File: src/rtl/sdram_port_mux.sv
// sdram_port_mux: arbitrates NPORTS Wishbone-style 16-bit masters onto the
// single level-sensitive we/rd/ready sdram controller interface. Also owns
// controller init sequencing, the sticky ready flag and a WAIT watchdog.
module sdram_port_mux #(
  parameter int NPORTS     = 2,
  parameter int AW         = 21,
  parameter int INIT_DELAY = 3,
  parameter int RR         = 1,
  parameter int TIMEOUT    = 255
) (
  input  logic                 clk_p,
  input  logic                 reset,
  input  logic [NPORTS-1:0]    wb_stb,
  input  logic [NPORTS-1:0]    wb_we,
  input  logic [2*NPORTS-1:0]  wb_sel,
  input  logic [AW*NPORTS-1:0] wb_adr,
  input  logic [16*NPORTS-1:0] wb_dat_i,
  output logic [15:0]          wb_dat_o,
  output logic [NPORTS-1:0]    wb_ack,
  output logic                 sdr_init,
  output logic                 sdr_we,
  output logic                 sdr_rd,
  output logic [1:0]           sdr_wtbt,
  output logic [24:0]          sdr_addr,
  output logic [15:0]          sdr_din,
  input  logic [15:0]          sdr_dout,
  input  logic                 sdr_ready,
  output logic                 sdram_ready,
  output logic                 timeout_flag,
  output logic [2:0]           grant
);

  localparam int PW  = (NPORTS > 1) ? $clog2(NPORTS) : 1;
  localparam int ICW = $clog2(INIT_DELAY + 1);
  localparam int WCW = $clog2(TIMEOUT + 1);

  typedef enum logic [1:0] {ST_IDLE, ST_REQ, ST_WAIT, ST_ACK} state_t;

  state_t           state, state_nxt;
  logic [ICW-1:0]   init_cnt;
  logic [WCW-1:0]   wcnt;
  logic             lat_we;
  logic [PW-1:0]    win, cand, gidx;
  logic             win_vld;
  logic             wait_expired;

  logic [1:0]       sel_a [NPORTS];
  logic [AW-1:0]    adr_a [NPORTS];
  logic [15:0]      dat_a [NPORTS];

  // Unpack the flat per-master buses into per-port arrays.
  for (genvar p = 0; p < NPORTS; p++) begin : g_port
    assign sel_a[p] = wb_sel[2*p +: 2];
    assign adr_a[p] = wb_adr[AW*p +: AW];
    assign dat_a[p] = wb_dat_i[16*p +: 16];
  end

  assign gidx         = grant[PW-1:0];
  assign wait_expired = (wcnt == WCW'(TIMEOUT - 1));

  // Init sequencer: hold sdr_init through reset, then for INIT_DELAY cycles.
  always_ff @(posedge clk_p) begin
    if (reset) begin
      init_cnt <= '0;
      sdr_init <= 1'b1;
    end else if (sdr_init) begin
      init_cnt <= init_cnt + 1'b1;
      if (init_cnt == ICW'(INIT_DELAY - 1)) sdr_init <= 1'b0;
    end
  end

  // Sticky "controller finished init" flag; gates all arbitration.
  always_ff @(posedge clk_p) begin
    if (reset) sdram_ready <= 1'b0;
    else if (!sdr_init && sdr_ready) sdram_ready <= 1'b1;
  end

  // Winner search: fixed priority from port 0, or rotating from grant+1.
  always_comb begin
    win     = '0;
    cand    = '0;
    win_vld = 1'b0;
    for (int k = 0; k < NPORTS; k++) begin
      if (RR != 0) cand = PW'((int'(grant) + 1 + k) % NPORTS);
      else         cand = PW'(k);
      if (!win_vld && wb_stb[cand]) begin
        win_vld = 1'b1;
        win     = cand;
      end
    end
  end

  // FSM state register.
  always_ff @(posedge clk_p) begin
    if (reset) state <= ST_IDLE;
    else       state <= state_nxt;
  end

  // Next state plus command/ack outputs. REQ never looks at sdr_ready, since
  // the controller may still be showing ready from the previous transaction.
  always_comb begin
    state_nxt = state;
    sdr_we    = 1'b0;
    sdr_rd    = 1'b0;
    wb_ack    = '0;
    case (state)
      ST_IDLE: if (sdram_ready && win_vld) state_nxt = ST_REQ;
      ST_REQ: begin
        sdr_we    = lat_we;
        sdr_rd    = !lat_we;
        state_nxt = ST_WAIT;
      end
      ST_WAIT: begin
        sdr_we = lat_we;
        sdr_rd = !lat_we;
        if (sdr_ready || wait_expired) state_nxt = ST_ACK;
      end
      ST_ACK: begin
        // A master that dropped its strobe mid-flight is not acked.
        if (wb_stb[gidx]) wb_ack[gidx] = 1'b1;
        state_nxt = ST_IDLE;
      end
      default: state_nxt = ST_IDLE;
    endcase
  end

  // Datapath: latch the winner in IDLE, count WAIT cycles, capture read data.
  // Ready beats the watchdog when both land in the same cycle.
  always_ff @(posedge clk_p) begin
    if (reset) begin
      grant        <= '0;
      lat_we       <= 1'b0;
      sdr_wtbt     <= '0;
      sdr_addr     <= '0;
      sdr_din      <= '0;
      wb_dat_o     <= '0;
      timeout_flag <= 1'b0;
      wcnt         <= '0;
    end else begin
      case (state)
        ST_IDLE: if (sdram_ready && win_vld) begin
          grant    <= 3'(win);
          lat_we   <= wb_we[win];
          sdr_wtbt <= wb_we[win] ? sel_a[win] : 2'b00;
          sdr_addr <= 25'(adr_a[win]) << 1;
          sdr_din  <= dat_a[win];
        end
        ST_REQ: wcnt <= '0;
        ST_WAIT: begin
          wcnt <= wcnt + 1'b1;
          if (sdr_ready) begin
            if (!lat_we) wb_dat_o <= sdr_dout;
          end else if (wait_expired) begin
            wb_dat_o     <= 16'hFFFF;
            timeout_flag <= 1'b1;
          end
        end
        default: ;
      endcase
    end
  end

endmodule

File: config.mk
export PLATFORM = sky130hd
export DESIGN_NAME = sdram_port_mux
export DESIGN_NICKNAME = d
export VERILOG_FILES = /design/src/rtl/sdram_port_mux.sv
export SDC_FILE = /design/constraint.sdc
export NUM_CORES = 1
export LEC_CHECK = 0
export CORE_MARGIN = 1
export CORE_UTILIZATION = 36
export DETAILED_ROUTE_END_ITERATION = 8
export HOLD_SLACK_MARGIN = 0.15
export PLACE_DENSITY_LB_ADDON = 0.2
export SYNTH_ARGS = -nofsm -noshare
export SYNTH_HDL_FRONTEND = slang
export SYNTH_SLANG_ARGS = --single-unit
File: constraint.sdc
create_clock -name clk_p -period 1.4 [get_ports clk_p]
set_clock_uncertainty 0.05 [all_clocks]
set_input_delay 0.28 -clock clk_p [delete_from_list [all_inputs] [get_ports clk_p]]
set_output_delay 0.28 -clock clk_p [all_outputs]
set_load 0.05 [all_outputs]
==> flow_summary.ini <==
[route]
met2_length_um = 6540
vias = 3411
antenna_left = 0
wl_um = 12300
first_pass_iters = 4
routedWlPerCell_um = 18.2
wl_met1_um = 4720
routed_via_density = 5.07
drt_iter0_drc = 85
met3_length_um = 751
drc = 0
routed.top_layer = met4

[synthesis]
ys_ff_latch = 72
synth-edff-count = 0
synth_fa_ha_area_share_pct = 2.69
synthMuxAreaShare_pct = 12.0
synth_compound_gate_area_share_pct = 18.2
syn_area_sq_mm = 0.00326
synth.top_cells.by_area = dfxtp_1, mux2i_1, a211oi_1
synth_simple_gate_area_share_pct = 12.9
synth_top_cell_by_area = dfxtp_1
async_reset_ff_share_pct = 0
synth_ff_type = dfxtp_1
netlist_instances = 354
synth_top_area_share_pct = 44.3
synth_cell_types = 35
synth_top_family_by_area = compound AO/OA/AOI/OAI gates
yosysSeqAreaShare_pct = 44.3
syn_area_per_cell_sq_um = 9.20
synth_warnings = 0
synthXorXnorAreaFrac_pct = 1.34

[setup_path]
crit_chain = inv_2, ha_4, inv_4, nor2_4, buf_12
worstPathRequired_ns = 1.07
slowest_stage = dfxtp_2
path_buf_inv = 3
crit_family = flip-flops
max_stage_delay_ns = 0.34
worstSetupEndpointType = output port
worstPathArrival_ns = 1.35
crit_type = reg2out
cp-start-kind = register
cp_max_fo = 4

[power_and_ir_drop]
powerDensity_mw_per_mm2 = 1210
leakagePower_nw = 2.73
ir_drop_uv = 622
p_switching_mw = 3.32
comb_power_share_pct = 52.4
swShare_pct = 38.8
p_seq_share_pct = 30.9
p_int_mw = 5.24
power.total_mw = 8.57
power_frac_clock_pct = 16.8

[cells_and_area]
diodes = 0
fin_cells = 673
final_common_cell = clkdlybuf4s50_1
drive_above_1_share_pct = 47.1
fin_util_pct = 81.0
area_delta_synth_final_pct = 117
nets = 668
final_cell_mix = clkdlybuf4s50_1, buf_12, dfxtp_1
final_area_sq_mm = 0.00706

[clock_tree]
h-tree-depth = 3
path_clk_slew_ns = 0.08
hold_buffers = 0
cts_tree = done
cts.sinks = 72
insertion_delay_ns = 0.35
numCtsBuffers = 9
cts-root-buf = clkbuf_8
cts_max_path_buffers = 2

[status]
violations = negative setup slack
status = finished, violations left

[timing]
hold_violations = 0
fin_worst_hold_slack_ns = 0.187
fmax_ghz = 0.596
fin_ws_ns = -0.277
setup-violations-final = 64
fin_crit_sh_pct = 120
rsz0062_at_grt = yes
slew_viol_final = 0
min_period_ns = 1.68

[floorplanning]
design.core.area_sq_mm = 0.00872
io_pins = 170
die_h_um = 97.1
floorplan.initialDensity_pct = 37.3
dieArea_sq_mm = 0.00943
num_rows = 34
die_w_um = 97.1

[placement]
dpl.hpwl_um = 6710
place.gp.congestion = 0.739
portBuffers = 163
placedCellCount = 625
dpl_cell_area_sq_mm = 0.00578

[global_route]
first_global_vias = 3332
grt_max_degree = 44
grt_pass1_wl_um = 16000
gr-total-overflow = 0
grt.total_usage_pct = 21.2
antenna_found_initial = 0

[flow_run]
max-cap-violations = 0

[hold_path]
holdCritPathClass = in2reg
path summary, 6_finish.rpt:
kind                    start          end  slack (ns)  depth (start not counted)
setup / recovery     state[0]       sdr_rd       -0.28                          5
hold reg to reg   wb_dat_o[6]  wb_dat_o[6]        0.45                          2
hold / removal          reset     sdr_init        0.19                          3
setup reg to reg     state[0]     grant[0]       -0.18                          8
cell families (layout without fill, tap and decap cells):
family / after synthesis / in the layout
mux: 39 / 39
xor+xnor: 5 / 5
buf+inv: 54 / 260
fa+ha+maj: 7 / 7
other cells: 1 / 6
flops: 72 / 72
compound gates: 76 / 76
simple gates: 100 / 100
through the flow:
step,setup TNS [ns],worst slack (ns)
2_1_floorplan,-0.0589,-0.0470
3_3_place_gp,-21.31,-0.433
3_5_place_dp,-24.35,-0.479
4_1_cts,-2.45,-0.249
5_1_grt,-8.34,-0.337
6_report,-4.69,-0.277
state kept, by name, summed over array words and instances (netlist names):
signal	count
sdr_addr	21
sdr_din	16
wb_dat_o	16
wcnt	8
init_cnt	2
sdr_wtbt	2
state	2
grant	1
lat_we	1
sdr_init	1
sdram_ready	1
timeout_flag	1
layer usage:
metal / global-route usage, % / vias up
met4: 7.69 / 0
met3: 6.62 / 20
met1: 23.5 / 1627
met2: 38.0 / 142
li1: - / 1622
met5: 0 / -
area by class of cell:
class,instances,area [sq um]
Clock inverter,6,36.3
Inverter,24,92.6
Timing Repair Buffer,220,3050
Sequential cell,72,1460
Multi-Input combinational cell,233,2170
Tap cell,108,135
Fill cell,477,1660
Clock buffer,10,128
synthesized netlist by cell type, drive strengths merged, types with 3 or more instances:
cell type  instances
buf               18
xor2               3
o21ai              6
ha                 7
a211oi            57
nand2              9
nand4              3
a21oi              6
nor2              75
nand3              4
clkbuf            12
dfxtp             72
inv               24
nor3               3
mux2i             39
power by group through the flow:
stage          combinational, mW  clock, mW  sequential (mW)
5_1_grt                     4.68       1.56             2.67
6_report                    4.49       1.44             2.65
3_5_place_dp                3.43          0             2.63
3_3_place_gp                3.37          0             2.62
2_1_floorplan               1.11          0             3.23
4_1_cts                     3.94       1.43             2.59
worst min-delay path, stage by stage:
cell and delay (ns):
buf_2 0.13, inv_1 0.07, o21ai_0 0.07
what timing repair did:
item / CTS / global route
resized for setup: 45 / 118
setup endpoints to repair: 66 / 72
cloned: 7 / 6
pin swaps: 18 / 54
endpoints found under the hold margin: 0 / 0
buffers inserted: 13 / 11
Note: power is estimated with default switching activity, not from simulation.
